**config.mk**
```make
export PLATFORM = sky130hd
export DESIGN_NAME = writeback_arbiter_flat
export DESIGN_NICKNAME = d
export VERILOG_FILES = /design/src/rtl/cva5_types.sv /design/src/rtl/writeback_arbiter_if.sv /design/src/rtl/rr_picker.sv /design/src/rtl/writeback_arbiter.sv /design/src/flat_wrapper.sv
export SDC_FILE = /design/constraint.sdc
export NUM_CORES = 1
export LEC_CHECK = 0
export ABC_AREA = 1
export ABC_CLOCK_PERIOD_IN_PS = 5700
export CORE_ASPECT_RATIO = 1.1
export CORE_UTILIZATION = 45
export DETAILED_ROUTE_END_ITERATION = 7
export GPL_TIMING_DRIVEN = 0
export PLACE_DENSITY = 0.95
export SLEW_MARGIN = 25
export SYNTH_ARGS = -nofsm -noshare
export SYNTH_HDL_FRONTEND = slang
export SYNTH_HIERARCHICAL = 1
export SYNTH_SLANG_ARGS = --single-unit
export TNS_END_PERCENT = 5
```
**constraint.sdc**
```tcl
create_clock -name clk -period 5.7 [get_ports clk]
set_input_delay 0.855 -clock clk [delete_from_list [all_inputs] [get_ports clk]]
set_output_delay 0.855 -clock clk [all_outputs]
set_load 0.1 [all_outputs]
```
**src/rtl/cva5_types.sv**
```systemverilog
// Shared types for the writeback arbiter slice.
// Holds the unit-index width helper and the per-unit request record.
package cva5_types;

  localparam int WB_NUM_UNITS = 4;
  localparam int WB_ID_W      = 3;

  // Index width of a unit select; a lone unit still needs one bit.
  function automatic int wb_idx_w(input int n);
    return (n > 1) ? $clog2(n) : 1;
  endfunction

  localparam int WB_UNIT_IDX_W = wb_idx_w(WB_NUM_UNITS);

  typedef struct packed {
    logic               done;
    logic [WB_ID_W-1:0] id;
    logic [31:0]        rd;
  } wb_arb_req_t;

endpackage

```
**src/rtl/writeback_arbiter_if.sv**
```systemverilog
// Unit request/ack bundle plus the registered writeback port.
// master: arbiter side; slave: units and downstream consumer.
interface writeback_arbiter_if
  import cva5_types::*;
#(
  parameter int NUM_UNITS = 4,
  parameter int ID_W      = 3
) ();

  localparam int IW = wb_idx_w(NUM_UNITS);

  logic [NUM_UNITS-1:0]           unit_done;
  logic [NUM_UNITS-1:0][ID_W-1:0] unit_id;
  logic [NUM_UNITS-1:0][31:0]     unit_rd;
  logic [NUM_UNITS-1:0]           unit_ack;
  logic                           wb_valid;
  logic [ID_W-1:0]                wb_id;
  logic [31:0]                    wb_rd;
  logic [IW-1:0]                  wb_unit;
  logic                           wb_ready;

  modport master (
    input  unit_done, unit_id, unit_rd, wb_ready,
    output unit_ack, wb_valid, wb_id, wb_rd, wb_unit
  );

  modport slave (
    output unit_done, unit_id, unit_rd, wb_ready,
    input  unit_ack, wb_valid, wb_id, wb_rd, wb_unit
  );

endinterface

```
**src/rtl/rr_picker.sv**
```systemverilog
// Round-robin picker: first set request at or after ptr, wrapping.
// Ports: req, ptr in; one-hot gnt, encoded idx, any out.
module rr_picker
  import cva5_types::*;
#(
  parameter int NUM_UNITS = 4
) (
  input  logic [NUM_UNITS-1:0]           req,
  input  logic [wb_idx_w(NUM_UNITS)-1:0] ptr,
  output logic [NUM_UNITS-1:0]           gnt,
  output logic [wb_idx_w(NUM_UNITS)-1:0] idx,
  output logic                           any
);

  localparam int IW = wb_idx_w(NUM_UNITS);

  logic [2*NUM_UNITS-1:0] rot;
  int                     off;
  int                     sel;

  always_comb begin
    // Doubling the vector turns the wrap into a plain shift.
    rot = {req, req} >> ptr;
    off = 0;
    any = 1'b0;
    for (int o = 0; o < NUM_UNITS; o++) begin
      if (!any && rot[o]) begin
        any = 1'b1;
        off = o;
      end
    end
    sel = int'(ptr) + off;
    if (sel >= NUM_UNITS) sel = sel - NUM_UNITS;
    idx = IW'(sel);
    gnt = '0;
    if (any) gnt = NUM_UNITS'(1) << idx;
  end

endmodule

```
**src/rtl/writeback_arbiter.sv**
```systemverilog
// Shares one writeback port among execution units: priority unit,
// round-robin for the rest, starvation override; 1-cycle output stage.
module writeback_arbiter
  import cva5_types::*;
#(
  parameter int NUM_UNITS     = 4,
  parameter int ID_W          = 3,
  parameter int PRIORITY_UNIT = 0,
  parameter int STARVE_LIMIT  = 3
) (
  input  logic                clk,
  input  logic                rst_n,
  writeback_arbiter_if.master bus
);

  localparam int IW = wb_idx_w(NUM_UNITS);
  localparam logic [NUM_UNITS-1:0] NP_MASK =
    ~(NUM_UNITS'(1) << PRIORITY_UNIT);
  localparam logic [3:0] LIMIT = 4'(STARVE_LIMIT);

  logic                       wb_valid_q, wb_valid_d;
  logic [ID_W-1:0]            wb_id_q, wb_id_d;
  logic [31:0]                wb_rd_q, wb_rd_d;
  logic [IW-1:0]              wb_unit_q, wb_unit_d;
  logic [IW-1:0]              rr_ptr_q, rr_ptr_d;
  logic [NUM_UNITS-1:0][3:0]  cnt_q, cnt_d;

  logic                 load_en;
  logic [NUM_UNITS-1:0] req_np;
  logic [NUM_UNITS-1:0] starved;
  logic [NUM_UNITS-1:0] pick_req;
  logic [NUM_UNITS-1:0] pk_gnt;
  logic [IW-1:0]        pk_idx;
  logic                 pk_any;
  logic [NUM_UNITS-1:0] gnt;
  logic [IW-1:0]        gnt_idx;
  logic                 gnt_any;
  int                   nxt;

  always_comb begin
    load_en = ~wb_valid_q | bus.wb_ready;
    req_np  = bus.unit_done & NP_MASK;
    for (int i = 0; i < NUM_UNITS; i++) begin
      starved[i] = req_np[i] && (cnt_q[i] == LIMIT);
    end
    // One picker serves both the starved and the plain rr pass.
    pick_req = (|starved) ? starved : req_np;
  end

  rr_picker #(
    .NUM_UNITS (NUM_UNITS)
  ) u_pick (
    .req (pick_req),
    .ptr (rr_ptr_q),
    .gnt (pk_gnt),
    .idx (pk_idx),
    .any (pk_any)
  );

  always_comb begin
    gnt     = '0;
    gnt_idx = '0;
    gnt_any = 1'b0;
    if (rst_n && load_en) begin
      if (|starved) begin
        gnt     = pk_gnt;
        gnt_idx = pk_idx;
        gnt_any = 1'b1;
      end else if (bus.unit_done[PRIORITY_UNIT]) begin
        gnt[PRIORITY_UNIT] = 1'b1;
        gnt_idx            = IW'(PRIORITY_UNIT);
        gnt_any            = 1'b1;
      end else if (pk_any) begin
        gnt     = pk_gnt;
        gnt_idx = pk_idx;
        gnt_any = 1'b1;
      end
    end
  end

  always_comb begin
    wb_valid_d = wb_valid_q;
    wb_id_d    = wb_id_q;
    wb_rd_d    = wb_rd_q;
    wb_unit_d  = wb_unit_q;
    if (load_en) begin
      wb_valid_d = gnt_any;
      if (gnt_any) begin
        wb_id_d   = bus.unit_id[gnt_idx];
        wb_rd_d   = bus.unit_rd[gnt_idx];
        wb_unit_d = gnt_idx;
      end
    end

    rr_ptr_d = rr_ptr_q;
    nxt      = 0;
    if (gnt_any && gnt_idx != IW'(PRIORITY_UNIT)) begin
      nxt = int'(gnt_idx) + 1;
      if (nxt >= NUM_UNITS) nxt = 0;
      if (nxt == PRIORITY_UNIT) nxt = nxt + 1;
      if (nxt >= NUM_UNITS) nxt = 0;
      rr_ptr_d = IW'(nxt);
    end

    for (int i = 0; i < NUM_UNITS; i++) begin
      if (i == PRIORITY_UNIT || !bus.unit_done[i] || gnt[i]) begin
        cnt_d[i] = '0;
      end else if (cnt_q[i] != LIMIT) begin
        cnt_d[i] = cnt_q[i] + 4'd1;
      end else begin
        cnt_d[i] = cnt_q[i];
      end
    end
  end

  always_ff @(posedge clk or negedge rst_n) begin
    if (!rst_n) begin
      wb_valid_q <= 1'b0;
      wb_id_q    <= '0;
      wb_rd_q    <= '0;
      wb_unit_q  <= '0;
      rr_ptr_q   <= '0;
      cnt_q      <= '0;
    end else begin
      wb_valid_q <= wb_valid_d;
      wb_id_q    <= wb_id_d;
      wb_rd_q    <= wb_rd_d;
      wb_unit_q  <= wb_unit_d;
      rr_ptr_q   <= rr_ptr_d;
      cnt_q      <= cnt_d;
    end
  end

  assign bus.unit_ack = gnt;
  assign bus.wb_valid = wb_valid_q;
  assign bus.wb_id    = wb_id_q;
  assign bus.wb_rd    = wb_rd_q;
  assign bus.wb_unit  = wb_unit_q;

endmodule

```
**src/flat_wrapper.sv**
```systemverilog
// flat-port wrapper written by rule: the top's interface ports become plain ports
module writeback_arbiter_flat import cva5_types::*;
#(
  parameter int NUM_UNITS     = 4,
  parameter int ID_W          = 3,
  parameter int PRIORITY_UNIT = 0,
  parameter int STARVE_LIMIT  = 3
)
  (clk, rst_n, bus_unit_done, bus_unit_id, bus_unit_rd, bus_wb_ready, bus_unit_ack, bus_wb_valid, bus_wb_id, bus_wb_rd, bus_wb_unit);
  writeback_arbiter_if #(.NUM_UNITS(NUM_UNITS), .ID_W(ID_W)) bus_i ();
  input  logic clk;
  input  logic rst_n;
  input wire logic [$bits(bus_i.unit_done)-1:0] bus_unit_done;
  input wire logic [$bits(bus_i.unit_id)-1:0] bus_unit_id;
  input wire logic [$bits(bus_i.unit_rd)-1:0] bus_unit_rd;
  input wire logic [$bits(bus_i.wb_ready)-1:0] bus_wb_ready;
  output wire logic [$bits(bus_i.unit_ack)-1:0] bus_unit_ack;
  output wire logic [$bits(bus_i.wb_valid)-1:0] bus_wb_valid;
  output wire logic [$bits(bus_i.wb_id)-1:0] bus_wb_id;
  output wire logic [$bits(bus_i.wb_rd)-1:0] bus_wb_rd;
  output wire logic [$bits(bus_i.wb_unit)-1:0] bus_wb_unit;
  assign bus_i.unit_done = bus_unit_done;
  assign bus_i.unit_id = bus_unit_id;
  assign bus_i.unit_rd = bus_unit_rd;
  assign bus_i.wb_ready = bus_wb_ready;
  assign bus_unit_ack = bus_i.unit_ack;
  assign bus_wb_valid = bus_i.wb_valid;
  assign bus_wb_id = bus_i.wb_id;
  assign bus_wb_rd = bus_i.wb_rd;
  assign bus_wb_unit = bus_i.wb_unit;
  writeback_arbiter #(.NUM_UNITS(NUM_UNITS), .ID_W(ID_W), .PRIORITY_UNIT(PRIORITY_UNIT), .STARVE_LIMIT(STARVE_LIMIT)) u_core (.clk(clk), .rst_n(rst_n), .bus(bus_i));
endmodule
```
==> results.toml <==
[cts]
cts_buffers = 5
clock_latency_ns = 0.31
postCtsSetupBuffers = 0
htree_levels = 2
clk_pin_slew_ns = 0.09
cts_resized = 0
cts_buffer_depth = 2
root_buffer = "clkbuf_8"
clock_sinks = 52
cts_tree = "yes"
hold_buffers = 0

[worst_setup_path]
start_kind = "input pin"
cp.required_ns = 4.85
path_max_fanout = 5
worst_r2r_endpoint = "u_core/bus.wb_rd[14]"
r2r_setup_slack_ns = 1.83
r2r-start = "u_core/cnt_q[8]"
crit_type = "input pin to output port"
critical_path_arrival_ns = 4.30
crit_path_end_kind = "output port"
rr_worst_depth = 25

[place]
gp_congestion = 0.921
place_area_sq_um = 5880
dp.cells = 936
hpwl_mm = 10.6
dpl_worst_slack_ns = 0.251
numPortBuffers = 188

[die]
start_util_pct = 46.2
rows = 35
die_area_sq_um = 8960
die_h_microns = 99.2
io_pins = 189
die_w_microns = 90.3
core_sq_um = 8360

[detailed_routing]
first_iter_violations = 342
remaining_drc_errors = 0
post_drt_wl_per_cell_microns = 14.4
vias_per_cell = 5.22
dr.pass1.iters = 7
wl_mm = 13.6
vias = 4925
postRouteAntennaNets = 0

[logic_synthesis]
synth_cell_types = 30
synth-main-ff-cell = "dfrtp_1"
netlist_top_cells_count = "nand2_1, nor2_1, dfrtp_1, inv_1, nand4_1"
yosys.area.top_type = "dfrtp_1"
netlist_instances = 636
async_flop_share_pct = 100
yosysMostFrequentCell = "nand2_1"
avgSynthCellArea_sq_um = 6.07
synth_edf_count = 0
ys_seq_area_share_pct = 33.7
yosys_warnings = 6
netlist_area_sq_um = 3860
ys_ff_latch = 52
synth.area.top_cells = "dfrtp_1, nand2_1, nor2_1"
synth_top_area_share_pct = 33.7

[timing]
tightest_slew_ns = 1.01
max_slew_margin_pct = 32.2
setup_ws_ns = 0.543
finalSetupTns_ns = 0
slew_violations = 0
max_freq_ghz = 0.194
timing.hold.ws_ns = 0.483
setup_viol_count_final = 0
period_minus_slack_ns = 5.16
min_period_over_period_pct = 90.5
final.setup_skew_ns = 0.00536
hold_viol = 0
rsz0062_at_grt = "no"

[pwr]
clkPwrFrac_pct = 7.2
combPwrFrac_pct = 76.5
power_density_nw_per_um2 = 649
p_seq_share_pct = 16.4
ir_drop_mv = 0.356
p_leak_nw = 3.13
p_sw_share_pct = 63.1
p_int_mw = 1.44
p_switching_mw = 2.46

[grt]
grt_max_degree = 54
grtUsageTotal_pct = 30.7
grt-ovfl-total = 0
grt_pass1_vias = 4833
antenna_found_initial = 0
grt_pass1_wl_mm = 22.0

[worst_hold_path]
worstHoldEndpoint = "u_core/bus.wb_unit[0]"
min-delay-start = "u_core/bus.wb_unit[0]"
hold_class = "register to register"
worstHoldPathCells = 2

[status]
status = "complete, no violations"

[finish]
fin_area_sq_um = 6020
syn_to_final_growth_pct = 55.9
antennaDiodeCount = 0
fin_nets = 983
drive_gt1_share_pct = 7.20
fin_cells = 944

[flow_run]
drv_cap = 0
how the worst max path moves through the flow:
stage	start	end	slack (ns)	cells after the start
floorplan	bus_unit_done[3]	bus_unit_ack[0]	1.11	18
global placement	rst_n	bus_unit_ack[0]	-0.43	7
detailed placement	bus_unit_done[1]	bus_unit_ack[1]	0.25	20
CTS	bus_unit_done[1]	bus_unit_ack[1]	0.24	20
global route	bus_unit_done[3]	bus_unit_ack[3]	0.31	18
finish	bus_unit_done[1]	bus_unit_ack[0]	0.54	20
flip-flops by register name (all words and copies together), names as in the netlist:
| signal | count |
|---|---|
| u_core/bus.wb_rd | 32 |
| u_core/cnt_q | 12 |
| u_core/bus.wb_id | 3 |
| u_core/bus.wb_unit | 2 |
| u_core/rr_ptr_q | 2 |
| u_core/bus.wb_valid | 1 |
worst max-delay path: stages:
cell and delay (ns):
clkdlybuf4s50_1 0.48, nand3_2 0.17, nand2_1 0.08, nor2_2 0.23
nand2_1 0.09, nand2_1 0.11, nand2_1 0.09, nand3_1 0.11
nand2_1 0.08, nand3_1 0.07, a21boi_0 0.10, ha_1 0.21
xnor2_1 0.30, inv_1 0.10, nand2_2 0.10, nand2_2 0.08
nor2_1 0.11, a21oi_1 0.07, nor2_1 0.12, dlymetal6s2s_1 0.75
cell families (layout without fill, tap and decap cells):
kind of cell    after synthesis  count (layout)  synth area share [%]
simple gates                472             472                  50.9
buf+inv                      87             283                  10.1
flops                        52              52                  33.7
compound gates               13              13                  2.33
xor+xnor                      7               7                  1.59
fa+ha+maj                     4               4                  1.30
other cells                   1               2                0.0971
power by group through the flow:
stage | sequential [mW] | combinational, mW | clock, mW
global placement | 0.633 | 2.86 | 0
floorplan | 1.58 | 1.20 | 0
global route | 0.659 | 3.17 | 0.299
detailed placement | 0.646 | 2.94 | 0
CTS | 0.638 | 2.95 | 0.287
finish | 0.639 | 2.99 | 0.280
per-stage QoR:
| step | total power [mW] | utilization [%] |
|---|---|---|
| floorplan | 2.78 | - |
| global placement | 3.49 | 70.4 |
| detailed placement | 3.59 | 70.4 |
| CTS | 3.88 | 71.9 |
| global route | 4.13 | 72.0 |
| finish | 3.91 | 72.0 |
per-layer routing:
| metal | global-route usage, % | routed length, microns | vias up |
|---|---|---|---|
| li1 | - | - | 2332 |
| met1 | 33.4 | 4860 | 2237 |
| met2 | 57.7 | 7050 | 299 |
| met3 | 5.58 | 1190 | 57 |
| met4 | 14.4 | 507 | 0 |
| met5 | 0 | 0 | - |
cell type report:
| class | instances | area, sq um |
|---|---|---|
| plain buffers | 30 | 170 |
| clock buffers | 7 | 96.3 |
| clock inverters | 1 | 30.0 |
| fillers | 671 | 2340 |
| inverters | 57 | 220 |
| multi-input cells | 498 | 2170 |
| flip-flops and latches | 52 | 1300 |
| well taps | 111 | 139 |
| repair buffers | 188 | 1890 |
layout by cell type, fill, tap and decap left out, drive strengths merged, types with 2 or more instances in the layout:
master and instances:
nand2 221, nor2 192, clkdlybuf4s50 183, inv 56, dfrtp 52, nand4 37, buf 25, nand3 21
clkbuf 13, o21ai 7, a21oi 5, dlymetal6s2s 4, xnor2 4, ha 4, xor2 3, conb 2
No activity file was read; power rests on OpenSTA's default activity.
